[config.mk]
export PLATFORM = sky130hd
export DESIGN_NAME = mtr_drv
export DESIGN_NICKNAME = d
export VERILOG_FILES = /design/src/rtl/mtr_pkg.sv /design/src/rtl/mtr_side.sv /design/src/rtl/mtr_drv.sv
export SDC_FILE = /design/constraint.sdc
export NUM_CORES = 1
export LEC_CHECK = 0
export BUFFER_PORTS_ARGS = -buffer_cell sky130_fd_sc_hd__clkbuf_2
export CAP_MARGIN = 20
export CORE_ASPECT_RATIO = 1.25
export CORE_MARGIN = 1.5
export CORE_UTILIZATION = 61
export DETAILED_ROUTE_END_ITERATION = 12
export PLACE_DENSITY = 0.86
export SKIP_LAST_GASP = 1
export SYNTH_ARGS = -nofsm -noshare
export SYNTH_HDL_FRONTEND = slang
export SYNTH_SLANG_ARGS = --single-unit
export TNS_END_PERCENT = 5
[constraint.sdc]
create_clock -name clk -period 4.16 [get_ports clk]
set_clock_uncertainty 0.15 [all_clocks]
set_input_delay 0.416 -clock clk [delete_from_list [all_inputs] [get_ports clk]]
set_output_delay 0.416 -clock clk [all_outputs]
set_load 0.01 [all_outputs]
[src/rtl/mtr_pkg.sv]
// Shared types and constants for the motor driver.
package mtr_pkg;

    localparam int PWM_W = 11;
    localparam logic [PWM_W-1:0] PWM_MAX = 11'h7FF;

    typedef enum logic [1:0] {MTR_FWD, MTR_REV, MTR_DEAD} mtr_state_t;

    // Magnitude of a signed 12-bit command; -2048 saturates to PWM_MAX.
    function automatic logic [PWM_W-1:0] spd_mag(input logic [11:0] spd);
        logic [11:0] neg;
        neg = -spd;
        if (!spd[11]) begin
            return spd[PWM_W-1:0];
        end else if (spd == 12'h800) begin
            return PWM_MAX;
        end else begin
            return neg[PWM_W-1:0];
        end
    endfunction

endpackage

[src/rtl/mtr_side.sv]
// One H-bridge side: boundary sampler, FWD/REV/DEAD state machine and PWM flops.
// Optional duty slew limiting is enabled by defining MTR_SLEW_LIMIT_EN.
module mtr_side
    import mtr_pkg::*;
#(
    parameter int unsigned DEAD_PERIODS = 1,
    parameter int unsigned SLEW_STEP    = 64
) (
    input  logic             clk,
    input  logic             rst_n,
    input  logic [PWM_W-1:0] cnt,
    input  logic             boundary,
    input  logic [11:0]      spd,
    output logic             pwm1,
    output logic             pwm2
);

    if (DEAD_PERIODS < 1 || DEAD_PERIODS > 3) begin : g_bad_dead
        $error("DEAD_PERIODS must be in 1..3");
    end
    if (SLEW_STEP < 1 || SLEW_STEP > 2047) begin : g_bad_slew
        $error("SLEW_STEP must be in 1..2047");
    end

    localparam logic [1:0] DeadInit = 2'(DEAD_PERIODS - 1);
`ifdef MTR_SLEW_LIMIT_EN
    localparam logic [PWM_W-1:0] Step = PWM_W'(SLEW_STEP);
`endif

    mtr_state_t       state_q, state_d;
    logic [PWM_W-1:0] duty_q, duty_d;
    logic [1:0]       dead_q, dead_d;
    logic             prev_rev_q, prev_rev_d;
    logic [PWM_W-1:0] mag;
    logic [PWM_W-1:0] cnt_nxt;
    logic             samp_rev, cur_rev;
    logic             pwm1_d, pwm2_d;

    // Next-state, duty and PWM decisions; only the boundary edge changes state.
    always_comb begin
        state_d    = state_q;
        duty_d     = duty_q;
        dead_d     = dead_q;
        prev_rev_d = prev_rev_q;
        mag        = spd_mag(spd);
        samp_rev   = spd[11];
        cur_rev    = (state_q == MTR_REV);
        cnt_nxt    = cnt + 11'd1;
        if (boundary) begin
            unique case (state_q)
                MTR_FWD, MTR_REV: begin
                    if (samp_rev == cur_rev || mag == '0) begin
`ifdef MTR_SLEW_LIMIT_EN
                        if (mag > duty_q) begin
                            duty_d = (mag - duty_q > Step) ? duty_q + Step : mag;
                        end else begin
                            duty_d = (duty_q - mag > Step) ? duty_q - Step : mag;
                        end
`else
                        duty_d = mag;
`endif
                    end else begin
`ifdef MTR_SLEW_LIMIT_EN
                        // Ramp down in the old direction before going dead.
                        if (duty_q > Step) begin
                            duty_d = duty_q - Step;
                        end else begin
                            state_d    = MTR_DEAD;
                            duty_d     = '0;
                            dead_d     = DeadInit;
                            prev_rev_d = cur_rev;
                        end
`else
                        state_d    = MTR_DEAD;
                        duty_d     = '0;
                        dead_d     = DeadInit;
                        prev_rev_d = cur_rev;
`endif
                    end
                end
                MTR_DEAD: begin
                    if (dead_q != 2'd0) begin
                        dead_d = dead_q - 2'd1;
                    end else if (mag == '0) begin
                        // Command dropped to zero while dead: resume old direction idle.
                        state_d = prev_rev_q ? MTR_REV : MTR_FWD;
                        duty_d  = '0;
                    end else begin
                        state_d = samp_rev ? MTR_REV : MTR_FWD;
`ifdef MTR_SLEW_LIMIT_EN
                        duty_d = (mag > Step) ? Step : mag;
`else
                        duty_d = mag;
`endif
                    end
                end
                default: begin
                    state_d = MTR_FWD;
                    duty_d  = '0;
                    dead_d  = 2'd0;
                end
            endcase
        end
        // Use next state/duty so a new period starts with its new settings.
        pwm1_d = (state_d == MTR_FWD) && (cnt_nxt < duty_d);
        pwm2_d = (state_d == MTR_REV) && (cnt_nxt < duty_d);
    end

    // State, duty and registered PWM outputs.
    always_ff @(posedge clk or negedge rst_n) begin
        if (!rst_n) begin
            state_q    <= MTR_FWD;
            duty_q     <= '0;
            dead_q     <= 2'd0;
            prev_rev_q <= 1'b0;
            pwm1       <= 1'b0;
            pwm2       <= 1'b0;
        end else begin
            state_q    <= state_d;
            duty_q     <= duty_d;
            dead_q     <= dead_d;
            prev_rev_q <= prev_rev_d;
            pwm1       <= pwm1_d;
            pwm2       <= pwm2_d;
        end
    end

endmodule

[src/rtl/mtr_drv.sv]
// Dual H-bridge PWM driver: shared 2048-cycle counter plus one mtr_side per wheel.
// Define MTR_SLEW_LIMIT_EN to limit duty change per period to SLEW_STEP.
module mtr_drv
    import mtr_pkg::*;
#(
    parameter int unsigned DEAD_PERIODS = 1,
    parameter int unsigned SLEW_STEP    = 64
) (
    input  logic        clk,
    input  logic        rst_n,
    input  logic [11:0] lft_spd,
    input  logic [11:0] right_spd,
    output logic        lftPWM1,
    output logic        lftPWM2,
    output logic        rghtPWM1,
    output logic        rghtPWM2,
    output logic        period_tick
);

    logic [PWM_W-1:0] cnt_q;

    // Free-running period counter, wraps 2047 -> 0.
    always_ff @(posedge clk or negedge rst_n) begin
        if (!rst_n) begin
            cnt_q <= '0;
        end else begin
            cnt_q <= cnt_q + 11'd1;
        end
    end

    assign period_tick = (cnt_q == PWM_MAX);

    mtr_side #(
        .DEAD_PERIODS (DEAD_PERIODS),
        .SLEW_STEP    (SLEW_STEP)
    ) u_left (
        .clk      (clk),
        .rst_n    (rst_n),
        .cnt      (cnt_q),
        .boundary (period_tick),
        .spd      (lft_spd),
        .pwm1     (lftPWM1),
        .pwm2     (lftPWM2)
    );

    mtr_side #(
        .DEAD_PERIODS (DEAD_PERIODS),
        .SLEW_STEP    (SLEW_STEP)
    ) u_right (
        .clk      (clk),
        .rst_n    (rst_n),
        .cnt      (cnt_q),
        .boundary (period_tick),
        .spd      (right_spd),
        .pwm1     (rghtPWM1),
        .pwm2     (rghtPWM2)
    );

endmodule

==> impl_metrics.env <==
export IMPL_cts_max_path_buffers=2
export IMPL_maxSlewViolCount=0
export IMPL_muxShareOfSynthArea_pct=1.67
export IMPL_critPathRequiredTime_ps=4250
export IMPL_worst_pin_slew_ps=606
export IMPL_hpwl_um=7950
export IMPL_place_area_sq_mm=0.00431
export IMPL_synth_top_cell_area_share_pct=31.4
export IMPL_cp_arrival_ps=4150
export IMPL_wl_um=10400
export IMPL_via_count=3795
export IMPL_post_route_period_util_pct=97.6
export IMPL_grt_setup_unrepaired="yes"
export IMPL_drt_pre_antenna_iters=6
export IMPL_post_cts_buffers=0
export IMPL_fillers=416
export IMPL_mostFrequentLayoutCells="buf_4, dfrtp_1, nand2_1"
export IMPL_cp_max_fo=9
export IMPL_dieArea_sq_mm=0.00662
export IMPL_fin_util_pct=76.6
export IMPL_grt_max_degree=25
export IMPL_first_iter_violations=270
export IMPL_fin_cells=585
export IMPL_period_needed_ps=4060
export IMPL_synth_xor_xnor_area_share_pct=4.45
export IMPL_power_leakage_nw=2.06
export IMPL_synth_compound_area_share_pct=27.4
export IMPL_cts_num_sinks=47
export IMPL_dieHeight_um=90.6
export IMPL_area_growth_pct=19.9
export IMPL_grt_pass1_vias=3813
export IMPL_htreeDepth=2
export IMPL_finalHoldViolCount=0
export IMPL_status="finished clean"
export IMPL_placed_cells=576
export IMPL_synth_seq_cells=47
export IMPL_fmax_mhz=246
export IMPL_io_pins=31
export IMPL_synth_area_sq_mm=0.00374
export IMPL_vias_per_cell=6.49
export IMPL_synth_edf_count=0
export IMPL_slew_limit_headroom_pct=59.6
export IMPL_drc_errors=0
export IMPL_yosys_warnings=0
export IMPL_antenna_cells=0
export IMPL_cp_end_kind="register"
export IMPL_initial_utilization_pct=63.9
export IMPL_startpoint_type="input pin"
export IMPL_grtUsageTotal_pct=32.7
export IMPL_layout_commonest_cell="buf_4"
export IMPL_ys_types=69
export IMPL_worstRegToRegCells=15
export IMPL_grt_overflow_total=0
export IMPL_cts_tree="done"
export IMPL_drive_above_1_share_pct=22.1
export IMPL_total_power_mw=1.05
export IMPL_globalplace_congestion=0.896
export IMPL_final_area_sq_mm=0.00449
export IMPL_place_ws_ps=-309
export IMPL_cts_root_buf="clkbuf_8"
export IMPL_synth_seq_area_share_pct=31.4
export IMPL_path_clk_slew_ps=90
export IMPL_synth_async_reset_ratio_pct=100
export IMPL_numPortBuffers=30
export IMPL_yosys_area_share_simple_pct=22.5
export IMPL_wl_per_cell_um=17.8
export IMPL_synth_nets=481
export IMPL_critPathKind="input pin to register"
export IMPL_worst_slack_ps=98.1
export IMPL_cts_buffers=5
export IMPL_postRouteAntennaNets=0
export IMPL_holdCritPathClass="register to register"
export IMPL_yosys_area_top_type="dfrtp_1"
export IMPL_synth_flop_cell="dfrtp_1"
export IMPL_maxCapViolCount=0
export IMPL_synth_top_family_by_area="compound AO/OA/AOI/OAI gates"
export IMPL_vdd_drop_max_mv=0.162
export IMPL_antenna_found_initial=0
export IMPL_whs_path_depth=2
export IMPL_nets=553
export IMPL_syn_inst=430
export IMPL_pwr_density_cell_mw_per_mm2=234
export IMPL_die_w_um=73.1
export IMPL_clock_latency_ps=300
export IMPL_yosys_top_cells_area="dfrtp_1, ha_1, nand2_1"
export IMPL_setup_viol=0
export IMPL_avgSynthCellArea_sq_um=8.70
export IMPL_rows=31
export IMPL_grt_pass1_wl_um=17200
export IMPL_synth_fa_ha_area_share_pct=8.36
export IMPL_core_area_sq_mm=0.00586
-- metrics by stage --
step / setup TNS, ps / hold WS [ps]
6_report: 0 / 345
5_1_grt: -28.7 / 368
4_1_cts: 0 / 344
3_5_place_dp: -611 / 296
3_3_place_gp: -302 / 282
2_1_floorplan: 0 / -29.6
-- cell type report --
type                       count  area, sq um  share of cell area [%]
multi-input combinational    343         2440                    54.4
sequential                    47         1180                    26.2
timing repair buffer          83          554                    12.4
tap                           82          103                    2.29
inverter                      22         82.6                    1.84
clock buffer                   6         72.6                    1.62
clock inverter                 2         60.1                    1.34
-- synthesized netlist by cell type (all sizes together), types with 4 or more instances --
cell type and number:
nor4b 4, o31ai 6, o311ai 5, a22o 9, nor3 11, nor2b 7, clkbuf 15, o21ai 28
o211ai 5, nand3 11, a31oi 6, and2 6, a32oi 7, a32o 7, ha 25, a22oi 11
nor2 30, inv 21, nand4 10, or3 11, nand2 35, o21a 4, a21oi 23, dfrtp 47
nand2b 6, xor2 5, xnor2 14, mux2i 4
-- where the power goes --
part           leakage [nW]  switching, mW  internal, mW
clock network        0.0654          0.158         0.240
logic                  1.42          0.100        0.0819
registers             0.575        0.00513         0.464
-- layer usage --
layer  wire length, um  global-route usage [%]
met5                 0                       0
met2              5600                    59.6
met1              3890                    35.8
met4               450                    17.3
met3               457                    3.24
-- worst max-delay path: stages --
cell	delay [ps]
clkbuf_2	90
buf_4	150
or3_1	420
o31ai_2	260
xnor2_1	120
or4_4	470
or3_4	370
o211ai_4	190
buf_6	160
a32oi_1	130
ha_1	250
a21o_1	160
a21o_1	170
a211oi_1	220
o21ai_0	120
o211ai_1	160
nand4_1	160
nor2_1	130
-- flip-flops by register name, indices dropped and copies added, names as in the netlist --
register and count:
cnt_q 11, u_left.duty_q 11, u_right.duty_q 11, u_left.dead_q 2, u_left.state_q 2, u_right.dead_q 2, u_right.state_q 2, u_left.prev_rev_q 1
u_left.pwm1 1, u_left.pwm2 1, u_right.prev_rev_q 1, u_right.pwm1 1, u_right.pwm2 1
-- worst paths after layout --
kind / start / to / slack (ps)
setup / recovery: lft_spd[1] / u_left.pwm2$_DFF_PN0_ / 100
hold / removal: u_right.duty_q[8]$_DFF_PN0_ / u_right.duty_q[8]$_DFF_PN0_ / 350
setup reg to reg: cnt_q[0]$_DFF_PN0_ / u_left.pwm2$_DFF_PN0_ / 460
hold reg to reg: u_right.duty_q[8]$_DFF_PN0_ / u_right.duty_q[8]$_DFF_PN0_ / 350
max in group asynchronous: rst_n / u_right.duty_q[4]$_DFF_PN0_ / 2620
min in group asynchronous: rst_n / u_right.pwm1$_DFF_PN0_ / 490
-- cells by family after synthesis --
kind of cell	after synthesis
AO/OA/AOI/OAI	139
XOR/XNOR	19
adder cells (fa/ha/maj)	25
buffers and inverters	40
flip-flops	47
multiplexers	6
AND/OR/NAND/NOR	154
-- timing repair --
| action | in CTS | in global routing |
|---|---|---|
| setup endpoints to repair | 0 | 4 |
| hold buffers | 1 | 0 |
| hold endpoints to repair | 23 | 0 |
| resized for setup | 0 | 6 |
Note: power is estimated with default switching activity, not from simulation.
